===== config.mk =====
export PLATFORM = sky130hd
export DESIGN_NAME = column_feeder
export DESIGN_NICKNAME = d
export VERILOG_FILES = /design/src/rtl/cnn_pkg.sv /design/src/rtl/column_feeder.sv
export SDC_FILE = /design/constraint.sdc
export NUM_CORES = 1
export LEC_CHECK = 0
export CORE_MARGIN = 5
export CORE_UTILIZATION = 30
export CTS_BUF_LIST = sky130_fd_sc_hd__clkbuf_2 sky130_fd_sc_hd__clkbuf_4 sky130_fd_sc_hd__clkbuf_8
export CTS_CLUSTER_DIAMETER = 30
export CTS_CLUSTER_SIZE = 12
export DETAILED_ROUTE_END_ITERATION = 12
export PLACE_DENSITY = 0.56
export SYNTH_ARGS = -nofsm -noshare
export SYNTH_HDL_FRONTEND = slang
export SYNTH_SLANG_ARGS = --single-unit
export TNS_END_PERCENT = 10

===== constraint.sdc =====
create_clock -name clk -period 3.3 [get_ports clk]
set_input_delay 0.825 -clock clk [delete_from_list [all_inputs] [get_ports clk]]
set_output_delay 0.825 -clock clk [all_outputs]
set_load 0.05 [all_outputs]

===== src/rtl/cnn_pkg.sv =====
// Shared definitions for the CNN datapath blocks.
// Holds the column feeder state type, default pixel width and an index-width helper.
package cnn_pkg;

    localparam int DATA_WIDTH = 16;

    typedef enum logic [1:0] {
        FILL,
        SEND_A,
        SEND_B,
        GAP
    } feeder_state_t;

    // Width needed to index n items; never less than one bit.
    function automatic int idx_width(input int n);
        return (n > 1) ? $clog2(n) : 1;
    endfunction

endpackage


===== src/rtl/column_feeder.sv =====
// Column feeder: buffers one stripe of mat_height rows in raster order, then
// streams it out as 2-column windows, one column per cycle, with a gap cycle.
//
// Ports:
//   clk         rising-edge clock
//   rst         synchronous active-high reset
//   in_valid    in_data carries a pixel
//   in_ready    block accepts a pixel this cycle (only while filling)
//   in_data     pixel, raster order
//   col_valid   first column of a window is on col_data
//   col_data    one lane per stripe row (index = row)
//   stripe_done one-cycle pulse after the last window of a stripe
module column_feeder
    import cnn_pkg::*;
#(
    parameter int data_width = DATA_WIDTH,
    parameter int mat_height = 2,
    parameter int row_width  = 8
) (
    input  logic                  clk,
    input  logic                  rst,
    input  logic                  in_valid,
    output logic                  in_ready,
    input  logic [data_width-1:0] in_data,
    output logic                  col_valid,
    output logic [data_width-1:0] col_data [mat_height],
    output logic                  stripe_done
);

    localparam int NPIX = mat_height * row_width;
    localparam int NW   = idx_width(NPIX);
    localparam int CW   = idx_width(row_width);
    localparam int RW   = idx_width(mat_height);
    localparam int KW   = idx_width(row_width / 2);

    generate
        if ((row_width % 2) != 0 || row_width < 2) begin : g_bad_row_width
            $error("column_feeder: row_width must be even and at least 2");
        end
    endgenerate

    feeder_state_t state, state_n;

    logic [NW-1:0] count, count_n;
    logic [KW-1:0] k, k_n;

    logic          accept;
    logic          last_pix;
    logic          last_k;
    logic [RW-1:0] wr_row;
    logic [CW-1:0] wr_col;
    logic [CW-1:0] rd_col;

    logic                  valid_n;
    logic                  ready_n;
    logic                  done_n;
    logic [data_width-1:0] data_n [mat_height];

    logic [data_width-1:0] mem [mat_height][row_width];

    // in_ready is high exactly while in FILL, so it doubles as the fill gate.
    assign accept   = in_valid && in_ready;
    assign last_pix = (count == NW'(NPIX - 1));
    assign last_k   = (k == KW'(row_width / 2 - 1));
    assign wr_row   = RW'(32'(count) / row_width);
    assign wr_col   = CW'(32'(count) % row_width);

    // Stripe storage; frozen outside FILL because accept is gated.
    always_ff @(posedge clk) begin
        if (accept) begin
            mem[wr_row][wr_col] <= in_data;
        end
    end

    always_comb begin
        state_n = state;
        count_n = count;
        k_n     = k;
        done_n  = 1'b0;
        unique case (state)
            FILL: begin
                if (accept) begin
                    if (last_pix) begin
                        state_n = SEND_A;
                        k_n     = '0;
                    end else begin
                        count_n = count + NW'(1);
                    end
                end
            end
            SEND_A: state_n = SEND_B;
            SEND_B: state_n = GAP;
            GAP: begin
                if (last_k) begin
                    state_n = FILL;
                    count_n = '0;
                    done_n  = 1'b1;
                end else begin
                    state_n = SEND_A;
                    k_n     = k + KW'(1);
                end
            end
            default: state_n = FILL;
        endcase
    end

    // Outputs are registered, so they are derived from the next state.
    always_comb begin
        valid_n = (state_n == SEND_A);
        ready_n = (state_n == FILL);
        rd_col  = CW'({k_n, 1'b0});
        if (state_n == SEND_B) begin
            rd_col = CW'({k_n, 1'b1});
        end
        for (int r = 0; r < mat_height; r++) begin
            data_n[r] = '0;
            if (state_n == SEND_A || state_n == SEND_B) begin
                data_n[r] = mem[r][rd_col];
            end
        end
    end

    always_ff @(posedge clk) begin
        if (rst) begin
            state       <= FILL;
            count       <= '0;
            k           <= '0;
            in_ready    <= 1'b1;
            col_valid   <= 1'b0;
            stripe_done <= 1'b0;
            for (int r = 0; r < mat_height; r++) begin
                col_data[r] <= '0;
            end
        end else begin
            state       <= state_n;
            count       <= count_n;
            k           <= k_n;
            in_ready    <= ready_n;
            col_valid   <= valid_n;
            stripe_done <= done_n;
            col_data    <= data_n;
        end
    end

endmodule

== Word level (Yosys, flattened, before mapping) ==
Memory sizes are Yosys's and may differ from the RTL's.
Index checks and enable logic that the tools add are counted.

* Memories: 1
* RAM bits: 256
* Memory bits (read-only): 0
* Input port bits: 19
* Word-level logic and storage cells: 61
* Register bits after elaboration: 43
* Output and inout bits: 35
* Latch bits: 0

* Multiply operators: 0
* Div/mod/pow operators: 0
* Mux-type cells: 24
* Shift-type cells: 0
* Add/sub/neg operators: 2
* Bitwise gates (word level): 4
* $lt $le $gt $ge: 3
* Reduce and logical (&&, ||, !) cells: 9
* Equal/unequal tests: 10

{| class="wikitable"
|+ Memories
! name !! depth !! width !! read ports !! clocked after memory_dff !! wr ports !! RTL line !! text
|-
| mem || 2 || 128 || 2 || 0 || 1 || column_feeder.sv:59 || <nowiki>logic [data_width-1:0] mem [mat_height][row_width];</nowiki>
|}

{| class="wikitable"
|+ Operators by type and width
! operator !! count
|-
| $mux 128 || 1
|-
| $bmux 16 s3 || 2
|-
| $mux 16 || 5
|-
| $demux 16 s3 || 1
|-
| $mux 4 || 3
|-
| $mux 2 || 5
|-
| $eq 2x2->1 const B || 4
|-
| $ge 4x4->1 const B || 2
|-
| $not 3->4 || 2
|-
| $pmux 2 s4 || 1
|-
| $pmux 4 s2 || 1
|-
| $ne 2x2->1 const B || 3
|-
| $add 4x1->4 const B || 1
|-
| $eq 2x1->1 const B || 2
|-
| $eq 4x4->1 const B || 1
|-
| $logic_not 2->1 || 2
|-
| $lt 4x1->1 const B || 1
|-
| $mux 1 || 4
|-
| $pmux 2 s2 || 1
|-
| $reduce_and 4->1 || 1
|-
| $reduce_or 2->1 || 2
|-
| $add 2x1->2 const B || 1
|-
| $logic_and 1x1->1 || 2
|-
| $not 1->1 || 2
|-
| other kinds (2) || 2
|}

== Longest topological paths before layout ==
Gate-level depths: netlist of the first run.

* Depth in word-level cells: 10
* Depth in mapped cells: 10
* Mapped depth without buffers: 7

== Worst setup path after synthesis of the first run ==
No wires, ideal clock.

* Kind: in2reg
* Start: input port in_valid
* End: memory mem[0][112] (netlist name) (enable)
* Buffers on the path: 0
* Required time: 2.891 ns
* Arrival: 2.487 ns
* Path slack: 0.404 ns
* Cell stages on the path: 3
* Library setup time: 0.409 ns
* Path through: nand2_1 or3_1 nor3_1

* Word-level cells in the longest chain between the ends: 3

{| class="wikitable"
|+ RTL lines
! what !! RTL line !! text
|-
| start: declaration || column_feeder.sv:22 || <nowiki>input logic in_valid,</nowiki>
|-
| $logic_and 1x1->1 || column_feeder.sv:62 || <nowiki>assign accept = in_valid && in_ready;</nowiki>
|-
| $mux 1 || column_feeder.sv:70 || <nowiki>if (accept) begin</nowiki>
|-
| $mux 128 (not written as such) || column_feeder.sv:71 || <nowiki>mem[wr_row][wr_col] <= in_data;</nowiki>
|-
| end: declaration || column_feeder.sv:59 ||
|}

Every way passes these cells.

== Worst setup path in the final report of the first run ==
* Start: register col_data[18] (netlist name)
* End: output port col_data[18] (netlist name)

{| class="wikitable"
|+ RTL lines
! what !! RTL line !! text
|-
| start: declaration || column_feeder.sv:26 || <nowiki>output logic [data_width-1:0] col_data [mat_height],</nowiki>
|-
| start signal: assignment || column_feeder.sv:141 || <nowiki>col_data <= data_n;</nowiki>
|}

No word-level cell between the ends.

==> results.md, run 1 <==
* Worst slew margin at 0.488
* Max cap viols at 0
* CP Max Fanout at 1
* Via density at 5.22
* First-pass GRT wire length at 52.2 mm
* Synth cell types at 43
* DR vias at 7962
* Port Buffer Count at 53
* Sw Share at 0.327
* Critical Path Slowest Stage Cell: clkdlybuf4s50_1
* Fmax at 365 MHz
* Multi-input combinational cell area at 3930 um2
* Fillers at 4028
* Clock network fraction of total power at 0.342
* RSZ-0062 raised after global routing: no
* Syn Std Cell Area at 12800 um2
* Htree depth at 2
* Startpoint types: register
* WL final at 34.9 mm
* Sequential fraction of the synthesis area at 0.669
* Crit path cell chain: clkdlybuf4s50_1
* Critical register-to-register path startpoint: state[0]$_SDFF_PP0_
* Share of the synthesized area in the top cell type at 0.601
* Largest family of logic cells by synthesized area: multiplexers
* # nets final at 967
* Final GP Congestion at 0.772
* DR pass1 iterations at 4
* Worst min path class: register to register
* HPWL Detailed at 19.4 mm
* Fraction of registers with async set or reset after synthesis at 0
* Synth Area in Simple Gates at 0.0765
* Crit. Startpoint: col_data[18]$_SDFF_PP0_
* Fraction of power consumed by combinational cells at 0.260
* Post-route setup TNS at 0 ns
* Sequential Power Share at 0.398
* GRT Total Usage at 0.146
* Yosys top cell by area: edfxtp_1
* Status: finished, final reports clean
* Clk buf depth at 3
* Setup-failing EPs final at 0
* Detailed-route wire length per cell at 22.9 um
* Flop and latch count out of synthesis at 299
* Vias in the first global route at 8242
* Fin crit share at 0.830
* Power Density at 764 nW/um2
* Crit. End Element: output pin
* Post-Synthesis Net Count at 899
* Synth Instances at 875
* Total CTS buffers at 53
* Post-synth EDFFs at 256
* Initial DRC Count at 679
* Post-CTS setup buffers at 0
* Area Growth Syn to Fin at 19.8%
* Min-delay src: count[1]$_SDFFE_PP0P_
* Post_cts resized at 0
* Worst EP arrival at 1.91 ns
* Compound-Gate Fraction of Synth Area at 0.107
* Initial Util at 0.304
* Critical Path Max Stage Delay at 0.88 ns
* Slew Viols, Final at 0
* Pwr Total at 0.0117 W
* Lkg Pwr at 4.98 nW
* Buf+Inv Stages, Crit Path at 1
* Commonest cells post-synth: 256 x edfxtp_1, 97 x mux2_2, 53 x nor2_1
* Hold_buf cts at 0
* Ys Warns at 0
* Drc violations at 0
* Switching Power at 0.00383 W
* GRT Residual Overflow at 0
* Fraction of synthesized area in multiplexers at 0.110
* Critical path class: register to output pin
* Clk_lat worst skew at 0.57 ns
* Largest delay share family, worst path: buffers and inverters
* Adder-cell share of the synthesized area at 0.00489
* Storage cell area at 8550 um2
* Int Power at 0.00788 W
* Core footprint at 42000 um2
* Die Footprint at 46800 um2
* Detail Route Antenna Nets at 0
* R2R Setup Slk at 0.72 ns
* Final Hold Viols at 0
* Least-Margin Pin Slew at 0.766 ns
* Row cnt at 75
* Synth top area cells: edfxtp_1 60%, mux2_2 8.5%, dfxtp_1 6.7%
* CTS Sinks at 299
* Die X at 216 um
* Root Buffer: clkbuf_8
* Worst Path Required at 2.47 ns
* Post-Synth XOR/XNOR Area at 0.00206
* Clk slew on worst S/H paths at 0.07 ns
* IO Count at 54
* Share of cells above drive strength 1 at 0.292
* Final Critical Period at 2.74 ns
* Largest net degree at the start of global routing at 69
* Synthesized area per cell at 14.6 um2
* Main synth FF type: edfxtp_1
* Clock Skew at 0.0267 ns
* CTS tree: yes
* Peak VDD IR at 561 uV
* Count leader, synth: edfxtp_1
* Initial antenna violation count at 0
* Die Y at 216 um
-- power by group through the flow --
| stage | sequential, W | clock, W | combinational [W] |
|---|---|---|---|
| finish | 0.00466 | 0.00400 | 0.00305 |
| global route | 0.00468 | 0.00429 | 0.00326 |
| CTS | 0.00466 | 0.00409 | 0.00307 |
| detailed placement | 0.00473 | 0 | 0.00306 |
| global placement | 0.00475 | 0 | 0.00303 |
| floorplan | 0.00528 | 0 | 0.00139 |
-- kinds of logic after synthesis --
logic type,after synthesis
compound gates,177
xor+xnor,3
fa+ha+maj,5
buf+inv,78
flops,299
mux,128
simple gates,185
-- flip-flops by register name, summed over array words and instances (netlist names) --
name         count
col_data        32
col_valid        1
count            4
in_ready         1
k                2
mem            256
state            2
stripe_done      1
-- per-stage QoR --
step | util | worst slack [ns] | std cells | hold slack [ns] | cell area, um2
after floorplan | - | 0.404 | 875 | 0.542 | 12800
after global placement | 0.334 | 0.203 | 1427 | 0.582 | 14000
after detailed placement | 0.334 | 0.186 | 1427 | 0.583 | 14000
after CTS | 0.364 | 0.521 | 1524 | 0.606 | 15300
after global routing | 0.364 | 0.509 | 1524 | 0.650 | 15300
final | 0.364 | 0.560 | 1525 | 0.606 | 15300
-- placed cells by master (no fill, tap or decap), types with 3 or more instances in the layout --
master           netlist  routed
a211oi_1               3       3
a21oi_1               34      34
and3_1                32      32
buf_12                 0       7
buf_4                  6      29
bufinv_16              0       7
clkbuf_4               0       5
clkbuf_8               0      60
clkdlybuf4s50_1        0      53
clkinv_2               0       5
clkinv_4               0       7
clkinvlp_4             0       6
dfxtp_1               43      41
edfxtp_1             256     256
ha_1                   5       4
inv_6                  0       4
mux2_2                97      97
mux2i_1               31      31
nand2_1                9       9
nand2b_1               5       4
nor2_1                53      41
nor2_2                 0      12
nor2b_1                4       3
nor3_1                36      32
nor3_2                 0       4
o2111ai_2             30      30
o21ai_0               31      31
o21ai_1               35      34
o32ai_1               31      31
or3_1                 34      33
xor2_1                 3       3
-- routing by layer --
metal | share of wire | global-route usage | vias to the layer above
li1 | - | - | 3573
met1 | 0.47 | 0.207 | 4065
met2 | 0.46 | 0.228 | 258
met3 | 0.054 | 0.0267 | 66
met4 | 0.025 | 0.0483 | 0
met5 | 0 | 0 | -
-- cell type report --
cell class,count,share of cell area
antenna,1,0.000163
clock buffer,65,0.0564
clock inverter,32,0.0263
inverter,2,0.000490
multi-input combinational,498,0.256
sequential,299,0.558
tap,539,0.0440
timing repair buffer,89,0.0580
-- final timing paths --
| path | end | cells after the start |
|---|---|---|
| min reg2reg | count[1]$_SDFFE_PP0P_ | 2 |
| max reg2reg | col_data[8]$_SDFF_PP0_ | 8 |
| min | count[1]$_SDFFE_PP0P_ | 2 |
| max | col_data[18] | 1 |
Note: power is estimated with default switching activity, not from simulation.
==> run 2, diff against run 1 <==
--- a/config.mk
+++ b/config.mk
@@ -11,7 +11,7 @@
 export CTS_CLUSTER_DIAMETER = 30
 export CTS_CLUSTER_SIZE = 12
 export DETAILED_ROUTE_END_ITERATION = 12
-export PLACE_DENSITY = 0.56
+export PLACE_DENSITY = 0.58
 export SYNTH_ARGS = -nofsm -noshare
 export SYNTH_HDL_FRONTEND = slang
 export SYNTH_SLANG_ARGS = --single-unit
==> constraint.sdc (replaced) <==
create_clock -name clk -period 2.4 [get_ports clk]
set_input_delay 0.6 -clock clk [delete_from_list [all_inputs] [get_ports clk]]
set_output_delay 0.6 -clock clk [all_outputs]
set_load 0.05 [all_outputs]
==> run 2 against run 1 <==
Non-clock buffer count grew 46. Critical path type unchanged. First-iteration DRC count shrank 1.8%. Largest cell class unchanged. Via count grew 1.9%. Sequential share of layout area shrank 2.5 points. Count of clock-buffer cells in the layout is the same. Critical endpoint is now col_data[8]. Die area is the same.
==> results.md, run 2 (same netlist as run 1, synthesis figures left out) <==
* Final worst setup slack at 0.0550 ns (was 0.560 ns)
* Power Density at 1020 nW/um2 (was 764 nW/um2)
* Worst slew margin at 0.519 (was 0.488)
* First-pass GRT wire length at 51.6 mm (was 52.2 mm)
* Core footprint at 42000 um2 (unchanged)
* Worst EP arrival at 1.74 ns (was 1.91 ns)
* DR pass1 iterations at 5 (was 4)
* Lkg Pwr at 5.45 nW (was 4.98 nW)
* Most frequent standard cell in the layout excluding fill and tap cells: edfxtp_1 (unchanged)
* Post-route insts no fill at 1577 (was 1525)
* Status: finished, final reports clean (unchanged)
* Crit. End Element: output pin (unchanged)
* Fmax at 426 MHz
* Placed cell areas at 14800 um2 (was 14000 um2)
* Final Critical Period at 2.34 ns
* IO Count at 54 (unchanged)
* Max cap viols at 0 (unchanged)
* Final Hold Viols at 0 (unchanged)
* WL final at 34.5 mm (was 34.9 mm)
* Drc violations at 0 (unchanged)
* Clock Skew at 0.0255 ns (was 0.0267 ns)
* GRT Residual Overflow at 0 (unchanged)
* Buf+Inv Stages, Crit Path at 1 (unchanged)
* Detailed-route wire length per cell at 21.9 um (was 22.9 um)
* Initial antenna violation count at 2 (was 0)
* Critical Path Slowest Stage Cell: clkdlybuf4s50_1 (unchanged)
* Die Y at 216 um (unchanged)
* Clk buf depth at 3 (unchanged)
* GRT Total Usage at 0.144 (was 0.146)
* Largest Register: mem (unchanged)
* Setup-failing EPs final at 0 (unchanged)
* Peak VDD IR at 588 uV (was 561 uV)
* Least-Margin Pin Slew at 0.719 ns (was 0.766 ns)
* Slew Viols, Final at 0 (unchanged)
* Worst min path class: register to register (unchanged)
* Share of cells above drive strength 1 at 0.329 (was 0.292)
* Largest registers: mem: 256 flops, col_data: 32 flops, count: 4 flops (unchanged)
* Startpoint types: register (unchanged)
* Critical Path Max Stage Delay at 0.81 ns (was 0.88 ns)
* Clk_lat worst skew at 0.60 ns (was 0.57 ns)
* CP Max Fanout at 1 (unchanged)
* Die Footprint at 46800 um2 (unchanged)
* HPWL Detailed at 21.4 mm (was 19.4 mm)
* Fin crit share at 0.977
* Total CTS buffers at 55 (was 53)
* CTS Sinks at 299 (unchanged)
* Clk slew on worst S/H paths at 0.06 ns (was 0.07 ns)
* Initial Util at 0.304 (unchanged)
* Cells after DPL at 1473 (was 1427)
* Crit path cell chain: clkdlybuf4s50_1 (unchanged)
* Htree depth at 2 (unchanged)
* Critical path class: register to output pin (unchanged)
* Largest delay share family, worst path: buffers and inverters (unchanged)
* Row cnt at 75 (unchanged)
* Most frequent cells in the layout: 256 x edfxtp_1, 97 x mux2_2, 60 x clkbuf_8, 46 x buf_4, 41 x nor2_1 (was 256 x edfxtp_1, 97 x mux2_2, 60 x clkbuf_8, 53 x clkdlybuf4s50_1)
* Hold_ws at 0.610 ns (was 0.606 ns)
* RSZ-0062 raised after global routing: no (unchanged)
* Vias in the first global route at 8305 (was 8242)
* Detail Route Antenna Nets at 0 (unchanged)
* Largest net degree at the start of global routing at 56 (was 69)
* Initial DRC Count at 667 (was 679)
* Area Growth Syn to Fin at 25.6% (was 19.8%)
* Worst Path Required at 1.80 ns (was 2.47 ns)
* Post-CTS setup buffers at 0 (unchanged)
* Root Buffer: clkbuf_8 (unchanged)
* Final GP Congestion at 0.819 (was 0.772)
* Die X at 216 um (unchanged)
* # nets final at 1015 (was 967)
* CTS tree: yes (unchanged)
* Max FFs per register at 256 (unchanged)
* Worst slack, placed at -0.102 ns (was 0.186 ns)
* Final Instance Area at 16100 um2 (was 15300 um2)
* Port Buffer Count at 53 (unchanged)
* Via density at 5.14 (was 5.22)
* DR vias at 8111 (was 7962)
## run 2: cell types whose count changed in the layout (fill, tap and decap cells not counted), sizes merged
cell,previous run,this run
buf,36,82
clkdlybuf4s50,53,29
dlygate4sd2,0,23
clkinvlp,6,9
bufinv,7,8
clkinv,13,14
dlymetal6s2s,0,1
inv,8,9
## run 2: where the power goes
group	switching [W]	internal [W]	total [W]
registers	0.000305	0.00609	0.00639
clock network	0.00232	0.00334	0.00566
logic	0.00272	0.00166	0.00438
total	0.00535	0.0111	0.0164
## run 2: stage by stage
step | util | TNS (ns) | power, W
6_report | 0.382 | 0 | 0.0164
5_1_grt | 0.382 | 0 | 0.0171
4_1_cts | 0.382 | 0 | 0.0166
3_5_place_dp | 0.351 | -1.97 | 0.0110
3_3_place_gp | 0.351 | -1.20 | 0.0110
2_1_floorplan | - | -9.71 | 0.00917
## run 2: timing repair
item | CTS | global route
pin swaps | 0 | 0
hold buffers | 0 | 0
gates resized for setup | 23 | 3
endpoints found under the setup margin | 23 | 16
## run 2: area by class of cell
class,instances,area (um2)
inverter,2,7.51
multi-input combinational,498,3930
clock buffer,65,863
sequential,299,8550
antenna,1,2.50
fill,4018,26000
timing repair buffer,135,1570
clock inverter,38,450
tap,539,674
## run 2: layer usage
layer	vias to the layer above	global-route usage	wire length, um
met5	-	0	0
li1	3685	-	-
met2	263	0.237	16300
met4	0	0.0386	635
met1	4105	0.197	15300
met3	58	0.0297	2280
## run 2: worst register-to-register path, stage by stage, from the launching register on
cell and delay (ns):
dfxtp_1 0.33, inv_1 0.11, ha_4 0.40, buf_4 0.27, mux2i_1 0.24, o21ai_1 0.08
and3_1 0.18, o32ai_1 0.38, a21oi_1 0.13
## run 2: final timing paths
| path | startpoint | end | slack [ns] | cells past startpoint |
|---|---|---|---|---|
| min reg2reg | state[0]$_SDFF_PP0_ | col_valid$_SDFF_PP0_ | 0.61 | 2 |
| max reg2reg | state[1]$_SDFF_PP0_ | col_data[28]$_SDFF_PP0_ | 0.16 | 8 |
| min | state[0]$_SDFF_PP0_ | col_valid$_SDFF_PP0_ | 0.61 | 2 |
| max | col_data[8]$_SDFF_PP0_ | col_data[8] | 0.06 | 1 |
